==> src/rtl/ps2_pkg.sv <==
// ps2_pkg: PS/2 state encoding, parity helper and timing defaults shared by host tx/rx
package ps2_pkg;

    localparam int INHIBIT_DEFAULT = 6000;
    localparam int TIMEOUT_DEFAULT = 1000000;

    typedef enum logic [2:0] {
        IDLE,
        INHIBIT,
        START,
        DATA,
        PARITY,
        STOP,
        ACK,
        WAIT_IDLE
    } ps2_state_t;

    function automatic logic odd_parity(input logic [7:0] b);
        return ~^b;
    endfunction

endpackage

==> src/rtl/ps2_line_sync.sv <==
// ps2_line_sync: 2-flop synchronizer for a PS/2 line with falling-edge detect
module ps2_line_sync (
    input  logic clk,
    input  logic rst,
    input  logic line_in,
    output logic line_sync,
    output logic fall
);

    logic [2:0] sr;

    // two metastability flops plus one history flop; lines idle high
    always_ff @(posedge clk) begin
        if (rst) sr <= '1;
        else     sr <= {sr[1:0], line_in};
    end

    assign line_sync = sr[1];
    assign fall      = sr[2] & ~sr[1];

endmodule

==> src/rtl/ps2_host_tx.sv <==
// ps2_host_tx: host-to-device PS/2 command byte transmitter with ack check and timeout
module ps2_host_tx
    import ps2_pkg::*;
#(
    parameter int INHIBIT_CYCLES = INHIBIT_DEFAULT,
    parameter int TIMEOUT_CYCLES = TIMEOUT_DEFAULT
) (
    input  logic       clk,
    input  logic       rst,
    input  logic       tx_valid,
    input  logic [7:0] tx_data,
    output logic       tx_ready,
    output logic       done,
    output logic       err,
    input  logic       ps2_clk_in,
    input  logic       ps2_data_in,
    output logic       ps2_clk_oe,
    output logic       ps2_data_oe
);

    localparam int IW = $clog2(INHIBIT_CYCLES + 1);
    localparam int TW = $clog2(TIMEOUT_CYCLES + 1);

    ps2_state_t  state, state_n;
    logic [IW-1:0] icnt;
    logic [TW-1:0] tcnt;
    logic [2:0]  idx;
    logic [7:0]  shreg;
    logic        par;
    logic        ack;
    logic        clk_s, clk_fe;
    logic [1:0]  dsync;
    logic        data_s;
    logic        in_frame;
    logic        timeout;

    ps2_line_sync u_clk_sync (
        .clk       (clk),
        .rst       (rst),
        .line_in   (ps2_clk_in),
        .line_sync (clk_s),
        .fall      (clk_fe)
    );

    // data line only needs resynchronizing; it is sampled on clock edges
    always_ff @(posedge clk) begin
        if (rst) dsync <= '1;
        else     dsync <= {dsync[0], ps2_data_in};
    end

    assign data_s   = dsync[1];
    assign in_frame = state inside {START, DATA, PARITY, STOP};
    assign timeout  = in_frame && (tcnt == TW'(TIMEOUT_CYCLES));

    // state register
    always_ff @(posedge clk) begin
        if (rst) state <= IDLE;
        else     state <= state_n;
    end

    // next state and line/handshake outputs; a timeout overrides everything
    always_comb begin
        state_n     = state;
        tx_ready    = 1'b0;
        ps2_clk_oe  = 1'b0;
        ps2_data_oe = 1'b0;
        done        = 1'b0;
        err         = 1'b0;
        case (state)
            IDLE: begin
                tx_ready = 1'b1;
                if (tx_valid) state_n = INHIBIT;
            end
            INHIBIT: begin
                ps2_clk_oe  = 1'b1;
                ps2_data_oe = (icnt == IW'(INHIBIT_CYCLES - 1));
                if (ps2_data_oe) state_n = START;
            end
            START: begin
                ps2_data_oe = 1'b1;
                if (clk_fe) state_n = DATA;
            end
            DATA: begin
                ps2_data_oe = ~shreg[idx];
                if (clk_fe && idx == 3'd7) state_n = PARITY;
            end
            PARITY: begin
                ps2_data_oe = ~par;
                if (clk_fe) state_n = STOP;
            end
            STOP: begin
                if (clk_fe) state_n = WAIT_IDLE;
            end
            WAIT_IDLE: begin
                if (clk_s && data_s) begin
                    done    = ack;
                    err     = ~ack;
                    state_n = IDLE;
                end
            end
            default: state_n = IDLE;
        endcase
        if (timeout) begin
            ps2_clk_oe  = 1'b0;
            ps2_data_oe = 1'b0;
            done        = 1'b0;
            err         = 1'b1;
            state_n     = IDLE;
        end
    end

    // counters, byte latch, bit index and ack capture
    always_ff @(posedge clk) begin
        if (rst) begin
            icnt  <= '0;
            tcnt  <= '0;
            idx   <= '0;
            shreg <= '0;
            par   <= 1'b0;
            ack   <= 1'b0;
        end else begin
            icnt <= (state == INHIBIT) ? icnt + 1'b1 : '0;
            tcnt <= in_frame ? tcnt + 1'b1 : '0;
            if (state == IDLE && tx_valid) begin
                shreg <= tx_data;
                par   <= odd_parity(tx_data);
                idx   <= '0;
            end
            if (state == DATA && clk_fe) idx <= idx + 1'b1;
            if (state == STOP && clk_fe) ack <= ~data_s;
        end
    end

endmodule

==> config.mk <==
export PLATFORM = sky130hd
export DESIGN_NAME = ps2_host_tx
export DESIGN_NICKNAME = d
export VERILOG_FILES = /design/src/rtl/ps2_pkg.sv /design/src/rtl/ps2_line_sync.sv /design/src/rtl/ps2_host_tx.sv
export SDC_FILE = /design/constraint.sdc
export NUM_CORES = 1
export LEC_CHECK = 0
export BUFFER_PORTS_ARGS = -buffer_cell sky130_fd_sc_hd__buf_2
export CAP_MARGIN = 10
export CORE_ASPECT_RATIO = 0.7
export CORE_MARGIN = 2
export CORE_UTILIZATION = 60
export DETAILED_ROUTE_END_ITERATION = 10
export MAX_ROUTING_LAYER = met4
export PLACE_DENSITY = 0.85
export REMOVE_ABC_BUFFERS = 1
export SYNTH_ARGS = -nofsm -noshare
export SYNTH_HDL_FRONTEND = slang
export SYNTH_SLANG_ARGS = --single-unit
==> constraint.sdc <==
create_clock -name clk -period 3.1 [get_ports clk]
set_clock_uncertainty 0.2 [all_clocks]
set_input_delay 0.465 -clock clk [delete_from_list [all_inputs] [get_ports clk]]
set_output_delay 0.465 -clock clk [all_outputs]
set_load 0.01 [all_outputs]
==> flow_summary.html <==
<table>
<tr><th>Metric</th><th>Value</th></tr>
<tr><th colspan="2">Cells and area</th></tr>
<tr><td>Sequential Area</td><td>0.00108 mm²</td></tr>
<tr><td>Final core area utilization</td><td>68.7%</td></tr>
<tr><td>Area used by multi-input combinational logic</td><td>0.00139 mm²</td></tr>
<tr><td>Most common library cell in the layout ignoring fill and taps</td><td>dfxtp_1</td></tr>
<tr><td>Synthesis-to-finish area growth</td><td>7.87%</td></tr>
<tr><td>Number of antenna repair diodes</td><td>0</td></tr>
<tr><td>Non-Filler Cell Area, Final</td><td>0.00275 mm²</td></tr>
<tr><td>Post-layout net count</td><td>326</td></tr>
<tr><td>Most used cells in the layout excluding fill and tap cells</td><td>dfxtp_1, nor2_1, nand2_1</td></tr>
<tr><td>Fill cell count</td><td>322</td></tr>
<tr><td>Share of final-layout standard cells stronger than drive strength 1</td><td>12.6%</td></tr>
<tr><th colspan="2">Job</th></tr>
<tr><td>Max Cap Violations</td><td>0</td></tr>
<tr><th colspan="2">Worst setup path</th></tr>
<tr><td>Max stage delay cell, worst path</td><td>nor4_1</td></tr>
<tr><td>Critical path class</td><td>reg2out</td></tr>
<tr><td>Highest cell delay on the worst timing path</td><td>0.52 ns</td></tr>
<tr><td>Crit path max fanout</td><td>4</td></tr>
<tr><td>Slack of the worst reg-to-reg path</td><td>0.93 ns</td></tr>
<tr><td>Req. time, crit path</td><td>2.43 ns</td></tr>
<tr><td>CP startpoint kind</td><td>flop</td></tr>
<tr><td>Critical Path AT</td><td>2.25 ns</td></tr>
<tr><td>Category of the worst setup path capture point</td><td>output pin</td></tr>
<tr><td>Critical Path, Cell by Cell</td><td>or4b_1 &gt; nor4_1 &gt; o21ai_0 &gt; nor3_1 &gt; buf_2</td></tr>
<tr><th colspan="2">Detailed routing</th></tr>
<tr><td>Detailed-routing iteration count for the pre-antenna-repair pass</td><td>4</td></tr>
<tr><td>DR WL/cell</td><td>12.8 µm</td></tr>
<tr><td>Via count</td><td>2020</td></tr>
<tr><td>Antenna-violating nets left</td><td>0</td></tr>
<tr><td>Post-route DRC violation count</td><td>0</td></tr>
<tr><td>Total detailed-routing wirelength</td><td>4.64 mm</td></tr>
<tr><td>DRC violation total after the first TritonRoute iteration</td><td>89</td></tr>
<tr><td>Post-detailed-route via-to-cell ratio</td><td>5.60</td></tr>
<tr><th colspan="2">CTS</th></tr>
<tr><td>Number of sinks on the clock net</td><td>54</td></tr>
<tr><td>Total of hold buffers inserted after clock tree synthesis</td><td>0</td></tr>
<tr><td>Clock tree root driver cell</td><td>clkbuf_8</td></tr>
<tr><td>Deepest clock path buffer count</td><td>2</td></tr>
<tr><td>CTS tree</td><td>done</td></tr>
<tr><td>H-tree lvl count</td><td>2</td></tr>
<tr><td>Total setup buffers inserted after CTS</td><td>0</td></tr>
<tr><td>Number of CTS-inserted buffers</td><td>5</td></tr>
<tr><td>Clock-pin slew of the registers on the worst-case setup and hold paths</td><td>0.09 ns</td></tr>
<tr><td>Clock network latency to the later pin of the worst-skew pair</td><td>0.31 ns</td></tr>
<tr><td>Cts repair resizes</td><td>0</td></tr>
<tr><th colspan="2">Placement</th></tr>
<tr><td>Instance area after placement</td><td>0.00265 mm²</td></tr>
<tr><td>Placer's final routability congestion estimate</td><td>0.827</td></tr>
<tr><td>DP Wirelength</td><td>3.35 mm</td></tr>
<tr><td>Post-placement setup slack</td><td>0.559 ns</td></tr>
<tr><td>IO Port Bufs</td><td>17</td></tr>
<tr><th colspan="2">Floorplanning</th></tr>
<tr><td>Die X</td><td>81.8 µm</td></tr>
<tr><td>Number of primary I/O pins</td><td>18</td></tr>
<tr><td>Overall die area</td><td>0.00479 mm²</td></tr>
<tr><td>Height of the die</td><td>58.5 µm</td></tr>
<tr><td>Core box area</td><td>0.00399 mm²</td></tr>
<tr><td>Number of core rows</td><td>19</td></tr>
<tr><td>Starting utilization of the core area</td><td>63.7%</td></tr>
<tr><th colspan="2">GRT</th></tr>
<tr><td>Global router's overall resource usage</td><td>22.0%</td></tr>
<tr><td>GRT overflow</td><td>0</td></tr>
<tr><td>Initial antenna violation count</td><td>0</td></tr>
<tr><td>Wire length of the first global-routing pass</td><td>7.95 mm</td></tr>
<tr><td>Via count of the first global-routing pass</td><td>1815</td></tr>
<tr><td>Maximum number of pins on one net before global-route repair</td><td>26</td></tr>
<tr><th colspan="2">Timing</th></tr>
<tr><td>Worst slew slack as a fraction of its limit</td><td>48.9%</td></tr>
<tr><td>Ratio of final minimum period to clock period</td><td>94.2%</td></tr>
<tr><td>Max Transition Viols Final</td><td>0</td></tr>
<tr><td>Total Negative Setup Slacks</td><td>0 ns</td></tr>
<tr><td>Final setup slack of the worst path</td><td>0.181 ns</td></tr>
<tr><td>Shortest period the worst path allows</td><td>2.92 ns</td></tr>
<tr><td>RSZ-0062 raised after global routing</td><td>false</td></tr>
<tr><td>Final Hold Vio Count</td><td>0</td></tr>
<tr><td>Worst Tran Pin Value</td><td>0.764 ns</td></tr>
<tr><td>Highest Clock Rate</td><td>343 MHz</td></tr>
<tr><td>Count of endpoints failing setup in the final report</td><td>0</td></tr>
<tr><th colspan="2">Synthesis</th></tr>
<tr><td>XOR/XNOR share of the synthesized area</td><td>9.29%</td></tr>
<tr><td>Simple-gate share of the synthesized area</td><td>29.5%</td></tr>
<tr><td>Post-synthesis mux area share</td><td>2.56%</td></tr>
<tr><td>Number of cells produced by synthesis</td><td>294</td></tr>
<tr><td>Sequential area share after synthesis</td><td>42.5%</td></tr>
<tr><td>Synth Warn #</td><td>0</td></tr>
<tr><td>Per-instance average area after synthesis</td><td>8.66 µm²</td></tr>
<tr><td>Post-synthesis instance area</td><td>0.00254 mm²</td></tr>
<tr><td>Compound-cell area share of the yosys netlist</td><td>10.8%</td></tr>
<tr><td>EDFF count, synth</td><td>0</td></tr>
<tr><td>Proportion of synthesized flip-flops having asynchronous set or reset</td><td>0%</td></tr>
<tr><td>Dominant combinational cell family by area after synthesis</td><td>simple AND/OR/NAND/NOR gates</td></tr>
<tr><td>Adder and majority cell fraction of the synthesized area</td><td>2.46%</td></tr>
<tr><td>Unique cell type count in the Yosys netlist</td><td>44</td></tr>
<tr><td>Main flop type after synthesis</td><td>dfxtp_1</td></tr>
<tr><td>Register bit count reported by yosys</td><td>54</td></tr>
<tr><th colspan="2">Power</th></tr>
<tr><td>Final Power</td><td>1.18 mW</td></tr>
<tr><td>Lkg Pwr</td><td>0.947 nW</td></tr>
<tr><td>IR drop worst, VDD</td><td>0.288 mV</td></tr>
<tr><td>Total power divided by cell area</td><td>431 mW/mm²</td></tr>
<tr><th colspan="2">Hold path</th></tr>
<tr><td>HP Class</td><td>in2reg</td></tr>
<tr><th colspan="2">Status</th></tr>
<tr><td>Run status</td><td>completed</td></tr>
</table>
worst max-delay path, delay by kind of cell (launching register included):
family / cells / cell delay [ns]
and+or+nand+nor: 3 / 1.26
DFF: 1 / 0.34
AOI/OAI and AO/OA: 1 / 0.18
buffers and inverters: 1 / 0.17
per-layer routing:
metal | global-route usage (%) | vias to the layer above | routed length [µm]
met1 | 31.1 | 920 | 2490
met4 | 8.81 | 0 | 78
li1 | - | 1060 | -
met5 | - | - | 0
met2 | 30.7 | 31 | 1920
met3 | 4.91 | 9 | 148
stage by stage:
step	cells	hold slack, ns
5_1_grt	361	0.119
3_3_place_gp	353	0.191
3_5_place_dp	353	0.196
4_1_cts	361	0.126
6_report	361	0.133
2_1_floorplan	283	0.189
state kept, by name, indices dropped and copies added (netlist names):
register / flops
ack: 1
dsync: 2
icnt: 13
idx: 3
par: 1
shreg: 8
state: 3
tcnt: 20
u_clk_sync.sr: 3
logic make-up (layout without fill, tap and decap cells):
logic type	Yosys count	count (layout)
adders and majority gates	5	5
xor gates and xnor gates	27	27
AOI/OAI and AO/OA	45	45
muxes	4	4
DFF	54	54
buffers and inverters	18	33
and+or+nand+nor	141	141
worst paths after layout:
| check | from | endpoint | cells after the start |
|---|---|---|---|
| worst min register to register | dsync[0] | dsync[1] | 1 |
| worst min-delay path | ps2_clk_in | u_clk_sync.sr[0] | 2 |
| worst max-delay path | icnt[7] | ps2_data_oe | 5 |
| worst max register to register | state[1] | tcnt[14] | 4 |
cell usage after synthesis, types with 2 or more instances:
cell type,n,area (µm²)
xor2_1,16,140
nor4b_1,4,35.0
and4_1,2,17.5
inv_1,7,26.3
a21oi_1,18,90.1
or3_2,2,15.0
nand2b_1,3,18.8
o211ai_1,2,15.0
and2_1,6,37.5
mux2i_1,2,20.0
mux4_2,2,45.0
nor4_1,3,18.8
a22oi_1,3,22.5
o21ai_0,8,40.0
a211oi_1,2,15.0
nand4_1,9,56.3
o21bai_1,2,15.0
nand3_1,10,50.1
ha_1,5,62.6
or2_2,7,43.8
and3_1,4,25.0
xnor2_1,11,96.3
or3_1,5,31.3
nand2_1,32,120
nand3b_1,3,22.5
nor3_1,3,15.0
nor2b_1,4,25.0
clkbuf_1,9,33.8
or4_1,5,37.5
dfxtp_1,54,1080
nor2_1,34,128
o31ai_1,5,37.5
layout make-up:
| class | instances | area share [%] |
|---|---|---|
| Timing Repair Buffer | 18 | 3.37 |
| Multi-Input combinational cell | 222 | 50.6 |
| Tap cell | 52 | 2.37 |
| Sequential cell | 54 | 39.4 |
| Clock inverter | 1 | 0.182 |
| Inverter | 7 | 0.957 |
| Clock buffer | 7 | 3.14 |
where the power goes:
part,switching (mW),total (mW),internal [mW]
clock,0.217,0.398,0.181
sequential,0.00976,0.716,0.706
combinational,0.0375,0.0709,0.0334
No activity file was read; power rests on OpenSTA's default activity.
